[config.mk]
export PLATFORM = sky130hd
export DESIGN_NAME = alu_nbit_seq
export DESIGN_NICKNAME = d
export VERILOG_FILES = /design/src/rtl/alu_pkg.sv /design/src/rtl/alu_comb_nbit.sv /design/src/rtl/alu_nbit_seq.sv
export SDC_FILE = /design/constraint.sdc
export NUM_CORES = 1
export LEC_CHECK = 0
export ABC_CLOCK_PERIOD_IN_PS = 10800
export CAP_MARGIN = 15
export CORE_ASPECT_RATIO = 1.1
export CORE_MARGIN = 1.5
export CORE_UTILIZATION = 27
export CTS_CLUSTER_SIZE = 30
export DETAILED_ROUTE_END_ITERATION = 10
export GPL_ROUTABILITY_DRIVEN = 0
export PLACE_DENSITY = 0.58
export RECOVER_POWER = 25
export SKIP_LAST_GASP = 1
export SLEW_MARGIN = 30
export SYNTH_ARGS = -nofsm -noshare
export SYNTH_HDL_FRONTEND = slang
export SYNTH_HIERARCHICAL = 1
export SYNTH_SLANG_ARGS = --single-unit
[constraint.sdc]
create_clock -name clk -period 10.8 [get_ports clk]
set_input_delay 1.08 -clock clk [delete_from_list [all_inputs] [get_ports clk]]
set_output_delay 1.08 -clock clk [all_outputs]
set_load 0.02 [all_outputs]
[src/rtl/alu_pkg.sv]
// Shared definitions for the sequential N-bit ALU: operation codes and FSM states.
// Optional feature macro used by the ALU: ALU_SEQ_MULT_EN (multi-cycle multiply).
package alu_pkg;

   // 3-bit operation encoding inherited from the 1-bit slice chain
   localparam logic [2:0] OP_AND  = 3'b000;
   localparam logic [2:0] OP_OR   = 3'b001;
   localparam logic [2:0] OP_ADD  = 3'b010;
   localparam logic [2:0] OP_MULT = 3'b100;
   localparam logic [2:0] OP_SUB  = 3'b110;
   localparam logic [2:0] OP_SLT  = 3'b111;

   // Control FSM: idle/single-cycle work, or iterating a multiply
   typedef enum logic {
      ST_IDLE = 1'b0,
      ST_MUL  = 1'b1
   } state_t;

endpackage

[src/rtl/alu_comb_nbit.sv]
// Purely combinational WIDTH-bit ALU core for the single-cycle operations
// (and/or/add/sub/slt). Unknown codes give a zero result with cleared flags.
module alu_comb_nbit
   import alu_pkg::*;
#(
   parameter int WIDTH = 32
) (
   input  logic [2:0]       op_i,
   input  logic [WIDTH-1:0] a_i,
   input  logic [WIDTH-1:0] b_i,
   output logic [WIDTH-1:0] res_o,
   output logic             cout_o,
   output logic             ovf_o
);

   logic             isSub;
   logic [WIDTH-1:0] bOp;
   logic [WIDTH:0]   sum;
   logic             carryIntoMsb;
   logic             carryOut;
   logic             ovfRaw;

   // sub and slt share one adder in a + ~b + 1 form
   assign isSub        = (op_i == OP_SUB) || (op_i == OP_SLT);
   assign bOp          = isSub ? ~b_i : b_i;
   assign sum          = {1'b0, a_i} + {1'b0, bOp} + {{WIDTH{1'b0}}, isSub};
   assign carryOut     = sum[WIDTH];
   assign carryIntoMsb = a_i[WIDTH-1] ^ bOp[WIDTH-1] ^ sum[WIDTH-1];
   assign ovfRaw       = carryIntoMsb ^ carryOut;

   // Select the raw result and flags for the requested operation
   always_comb begin
      res_o  = '0;
      cout_o = 1'b0;
      ovf_o  = 1'b0;
      case (op_i)
         OP_AND: res_o = a_i & b_i;
         OP_OR:  res_o = a_i | b_i;
         OP_ADD, OP_SUB: begin
            res_o  = sum[WIDTH-1:0];
            cout_o = carryOut;
            ovf_o  = ovfRaw;
         end
         OP_SLT: res_o = {{(WIDTH-1){1'b0}}, sum[WIDTH-1] ^ ovfRaw};
         default: res_o = '0;
      endcase
   end

endmodule

[src/rtl/alu_nbit_seq.sv]
// Registered WIDTH-bit ALU with start/done handshake and carry/overflow/zero flags.
// Define ALU_SEQ_MULT_EN to build the multi-cycle unsigned shift-add multiply
// (op 100, writes HI/LO); without it op 100 behaves like a reserved code.
module alu_nbit_seq
   import alu_pkg::*;
#(
   parameter int WIDTH = 32,
   parameter int CNT_W = $clog2(WIDTH) + 1
) (
   input  logic             clk,
   input  logic             rst,
   input  logic             start,
   input  logic [2:0]       op,
   input  logic [WIDTH-1:0] a,
   input  logic [WIDTH-1:0] b,
   output logic             busy,
   output logic             done,
   output logic [WIDTH-1:0] result,
   output logic [WIDTH-1:0] hi,
   output logic             cout,
   output logic             zero,
   output logic             ovf
);

   logic [WIDTH-1:0] combRes;
   logic             combCout;
   logic             combOvf;

   logic             done_q;
   logic [WIDTH-1:0] result_q;
   logic [WIDTH-1:0] hi_q;
   logic             cout_q;
   logic             zero_q;
   logic             ovf_q;

   alu_comb_nbit #(.WIDTH(WIDTH)) uComb (
      .op_i   (op),
      .a_i    (a),
      .b_i    (b),
      .res_o  (combRes),
      .cout_o (combCout),
      .ovf_o  (combOvf)
   );

`ifdef ALU_SEQ_MULT_EN
   state_t             state_q;
   logic               busy_q;
   logic [CNT_W-1:0]   cnt_q;
   logic [CNT_W-1:0]   cnt_d;
   logic [WIDTH-1:0]   mcand_q;
   logic [2*WIDTH-1:0] prod_q;
   logic [2*WIDTH-1:0] prod_d;
   logic [WIDTH:0]     upperSum;
   logic               lastStep;

   // One radix-2 step: add the multiplicand into the upper half when the
   // current multiplier LSB is set, then shift the whole product right.
   assign upperSum = {1'b0, prod_q[2*WIDTH-1:WIDTH]} + (prod_q[0] ? {1'b0, mcand_q} : '0);
   assign prod_d   = {upperSum, prod_q[WIDTH-1:1]};
   assign cnt_d    = cnt_q + CNT_W'(1);
   assign lastStep = (cnt_d == CNT_W'(WIDTH));

   // FSM plus output registers; reset discards any multiply in flight
   always_ff @(posedge clk) begin
      if (rst) begin
         state_q  <= ST_IDLE;
         busy_q   <= 1'b0;
         done_q   <= 1'b0;
         result_q <= '0;
         hi_q     <= '0;
         cout_q   <= 1'b0;
         zero_q   <= 1'b0;
         ovf_q    <= 1'b0;
         cnt_q    <= '0;
         mcand_q  <= '0;
         prod_q   <= '0;
      end else begin
         done_q <= 1'b0;
         case (state_q)
            ST_IDLE: begin
               if (start) begin
                  if (op == OP_MULT) begin
                     mcand_q <= a;
                     prod_q  <= {{WIDTH{1'b0}}, b};
                     cnt_q   <= '0;
                     busy_q  <= 1'b1;
                     state_q <= ST_MUL;
                  end else begin
                     result_q <= combRes;
                     cout_q   <= combCout;
                     ovf_q    <= combOvf;
                     zero_q   <= (combRes == '0);
                     done_q   <= 1'b1;
                  end
               end
            end
            ST_MUL: begin
               prod_q <= prod_d;
               cnt_q  <= cnt_d;
               if (lastStep) begin
                  hi_q     <= prod_d[2*WIDTH-1:WIDTH];
                  result_q <= prod_d[WIDTH-1:0];
                  cout_q   <= 1'b0;
                  ovf_q    <= 1'b0;
                  zero_q   <= (prod_d == '0);
                  done_q   <= 1'b1;
                  busy_q   <= 1'b0;
                  state_q  <= ST_IDLE;
               end
            end
            default: state_q <= ST_IDLE;
         endcase
      end
   end

   assign busy = busy_q;
`else
   // Keeps the counter-width parameter referenced in the multiply-free build
   logic [CNT_W-1:0] unusedCntWidth;
   assign unusedCntWidth = '0;

   // Single-cycle only: register the combinational result on an accepted start
   always_ff @(posedge clk) begin
      if (rst) begin
         done_q   <= 1'b0;
         result_q <= '0;
         hi_q     <= '0;
         cout_q   <= 1'b0;
         zero_q   <= 1'b0;
         ovf_q    <= 1'b0;
      end else begin
         done_q <= 1'b0;
         if (start) begin
            result_q <= combRes;
            cout_q   <= combCout;
            ovf_q    <= combOvf;
            zero_q   <= (combRes == '0);
            done_q   <= 1'b1;
         end
      end
   end

   assign busy = 1'b0;
`endif

   assign done   = done_q;
   assign result = result_q;
   assign hi     = hi_q;
   assign cout   = cout_q;
   assign zero   = zero_q;
   assign ovf    = ovf_q;

endmodule
==> results.md <==
* Power Density at 109.6 nW/µm²
* Clock latency of the later-clocked register in the worst-skew pair at 290 ps
* DRC errors left at 0
* Quantity of I/O buffers inserted on ports at 105
* Origin of the worst setup path: op[1]
* Worst Tran Pin Value at 1849 ps
* Result of the run: finished, violations left
* Fin. max-slew vios at 38
* Number of vias after detailed routing at 4,036
* Die Footprint at 16,640 µm²
* Post-synth top flop: dfxtp_1
* Yosys synthesis warning count at 6
* Final Critical Period at 5489 ps
* WL met3 at 774 µm
* Number of synthesized flops with an enable pin at 0
* Worst endpoint required time at 10,980 ps
* Critical register-to-register path startpoint: zero$_SDFFE_PP0P_
* Area added between synthesis and finish at 28.88%
* Leakage power of the design at 2.293 nW
* Count of nets left with antenna violations after detail routing at 0
* Cell count of the worst reg-to-reg path at 2
* Total I/O pin count at 139
* Routed met2 length at 6451 µm
* ANT cells at 0
* Failing checks: max-capacitance violations, max-slew violations
* Overall routed net length at 13,140 µm
* Pin count of the biggest net entering global routing at 38
* DRT met1 WL at 5663 µm
* Final number of hold-violating endpoints at 0
* Number of fill cells at 1,608
* Share of cells above drive strength 1 at 4.769%
* Peak Freq at 0.1822 GHz
* Unrepaired setup endpoints after global routing: no
* Final clock period utilization by the worst path at 50.82%
* First-pass DRT Iterations at 4
* GRT overflow at 0
* Clk Tree Root Cell: clkbuf_16
* Number of clock buffers inserted by TritonCTS at 5
* Kind of launch point of the worst setup path: primary input
* Sink count of the clock tree at 36
* Global-route wire length before repair at 20,370 µm
* Syn Std Cell Area at 4285 µm²
* Placed cell area at 5371 µm²
* Core Region at 15,620 µm²
* DRC violation total after the first TritonRoute iteration at 143
* Post-CTS setup buffers at 0
* Layout net count at 736
* Area of all placed cells without fillers at 5523 µm²
* Worst slew margin at -23.28%
* Maximum Capacitance Violations at 1
* Die height at 135.1 µm
* Number of instances resized during post-cts repair at 0
* Initial cell density of the core at 27.44%
* Endpoint of the worst setup timing path: zero$_SDFFE_PP0P_
* Clock transition time at the flip-flop clock pins of the worst setup and hold paths at 60 ps
* Class of the tightest hold or removal check: flip-flop to flip-flop
* Number of buffers on the longest clock path at 2
* Sequential-to-total area share from yosys stat at 16.82%
* Setup Crit Path Kind: primary input to flip-flop
* Largest driver fanout on the critical path at 18
* TritonCTS clock tree: done
* Number of buffers inserted by hold repair at cts at 0
* Average routed wire per standard cell at 15.85 µm
* RR Endpoint: zero$_SDFFE_PP0P_
* Area of the multi-input gates at 3261 µm²
* Post-layout power at 605.0 µW
* Sequential cell area at 720.7 µm²
* Max layer used: met4
* Worst IR drop on VDD at 0.00004744 V
* Avg Synthesized Cell Area at 7.951 µm²
* Chip width at 123.1 µm
* Total negative slack for setup checks at 0 ps
* Critical path arrival at 5670 ps
* #FFs+latches synth at 36
* Register-to-register path setup slack at 10,080 ps
* Standard-cell rows at 48
* Via count of the first global-routing pass at 3,955
* Category of the worst setup path capture point: flip-flop
* Asr flop ratio synth at 0%
* Htree depth at 2
* Count of different cell masters after synthesis at 61
* Worst min-delay path startpoint: result[7]$_SDFFE_PP0P_
* Number of antenna violations at the first check in global routing at 0
* Overall track demand over capacity in global routing at 15.74%
* Via-to-Cell Ratio at 4.869
* Worst clock skew at 0 ps
* Cell depth of the worst hold path at 2
* Final setup violation count at 0
* HPWL Detailed at 10,290 µm
* Synthesized netlist cell count at 539
-- stage by stage --
stage	cells	utilization [%]	worst slack [ps]	hold slack [ps]
floorplan	571	-	6373	572.1
detailed placement	822	34.40	4682	485.2
finish	829	35.37	5311	491.0
global route	829	35.37	4999	514.7
global placement	822	34.38	4879	481.8
CTS	829	35.38	4961	502.6
-- Yosys cell counts, types with 5 or more instances --
master | count | area (µm²)
xor2_1 | 13 | 113.9
nor2_1 | 50 | 187.7
o21ai_0 | 27 | 135.1
o21bai_1 | 5 | 37.54
o211ai_1 | 5 | 37.54
ha_1 | 36 | 450.4
nand3_1 | 8 | 40.04
o21ai_1 | 9 | 45.04
a21oi_1 | 33 | 165.2
nand2b_1 | 8 | 50.05
inv_1 | 15 | 56.30
mux2i_1 | 35 | 350.3
maj3_1 | 28 | 280.3
dfxtp_1 | 36 | 720.7
buf_4 | 37 | 277.8
clkbuf_1 | 13 | 48.80
nand2_1 | 44 | 165.2
xnor2_1 | 44 | 385.4
nand4_1 | 5 | 31.28
a31oi_1 | 6 | 37.54
a21o_1 | 11 | 82.58
-- critical path, cell delays in order --
cell and delay [ps]:
clkdlybuf4s50_1 630, nand2_2 400, buf_4 380, xnor2_1 160, ha_1 370, and4_1 260
a21oi_1 270, nor4b_2 280, o211ai_2 120, nand3_1 140, a31oi_1 160, a31oi_1 230
xor2_1 180, o21ai_1 120, nor4_1 360, nand4_1 250, o41ai_2 250
-- area by class of cell --
cell class              instances  share of cell area, %
repair buffers                110                  19.60
clock buffers                   7                  2.764
well taps                     200                  4.531
multi-input cells             461                  59.04
flip-flops and latches         36                  13.05
inverters                      15                  1.019
-- metal layers --
layer / vias up / GRT usage (%)
met2: 120 / 27.31
met5: - / 0
met4: 0 / 4.534
met1: 1874 / 19.46
met3: 17 / 3.367
li1: 2025 / -
-- cells by family (layout without fill, tap and decap cells) --
| logic type | count (synthesis) | in the layout | synth area share (%) |
|---|---|---|---|
| simple gates | 146 | 146 | 16.73 |
| mux | 35 | 35 | 8.175 |
| compound gates | 125 | 125 | 19.01 |
| fa+ha+maj | 65 | 65 | 17.52 |
| other cells | 1 | 33 | 0.08751 |
| flops | 36 | 36 | 16.82 |
| buf+inv | 74 | 132 | 10.01 |
| xor+xnor | 57 | 57 | 11.65 |
-- worst min-delay path by stage --
stage / to / slack (ps)
2_1_floorplan: zero$_SDFFE_PP0P_ / 570
6_report: result[7]$_SDFFE_PP0P_ / 490
3_3_place_gp: result[5]$_SDFFE_PP0P_ / 480
5_1_grt: result[5]$_SDFFE_PP0P_ / 510
3_5_place_dp: result[19]$_SDFFE_PP0P_ / 490
4_1_cts: result[28]$_SDFFE_PP0P_ / 500
-- where the power goes --
part	switching, mW	internal (mW)	total (mW)
Clock	0.0594	0.0969	0.156
Combinational	0.169	0.134	0.303
Sequential	0.00457	0.142	0.146
Total	0.233	0.372	0.605
-- placed cells by master, fill, tap and decap left out, types with 9 or more instances in the layout --
| cell type | Yosys | final |
|---|---|---|
| a21o_1 | 11 | 11 |
| a21oi_1 | 33 | 33 |
| clkdlybuf4s50_1 | 0 | 87 |
| conb_1 | 1 | 33 |
| dfxtp_1 | 36 | 36 |
| dlygate4sd3_1 | 0 | 17 |
| ha_1 | 36 | 36 |
| inv_1 | 15 | 15 |
| maj3_1 | 28 | 28 |
| mux2i_1 | 35 | 35 |
| nand2_1 | 44 | 43 |
| nor2_1 | 50 | 49 |
| o21ai_0 | 27 | 27 |
| o21ai_1 | 9 | 9 |
| xnor2_1 | 44 | 44 |
| xor2_1 | 13 | 13 |
-- registers in the layout, indices dropped and copies added (netlist names) --
name and count:
result 32, cout 1, done 1, ovf 1, zero 1
Power figures use the tool's default switching activity.
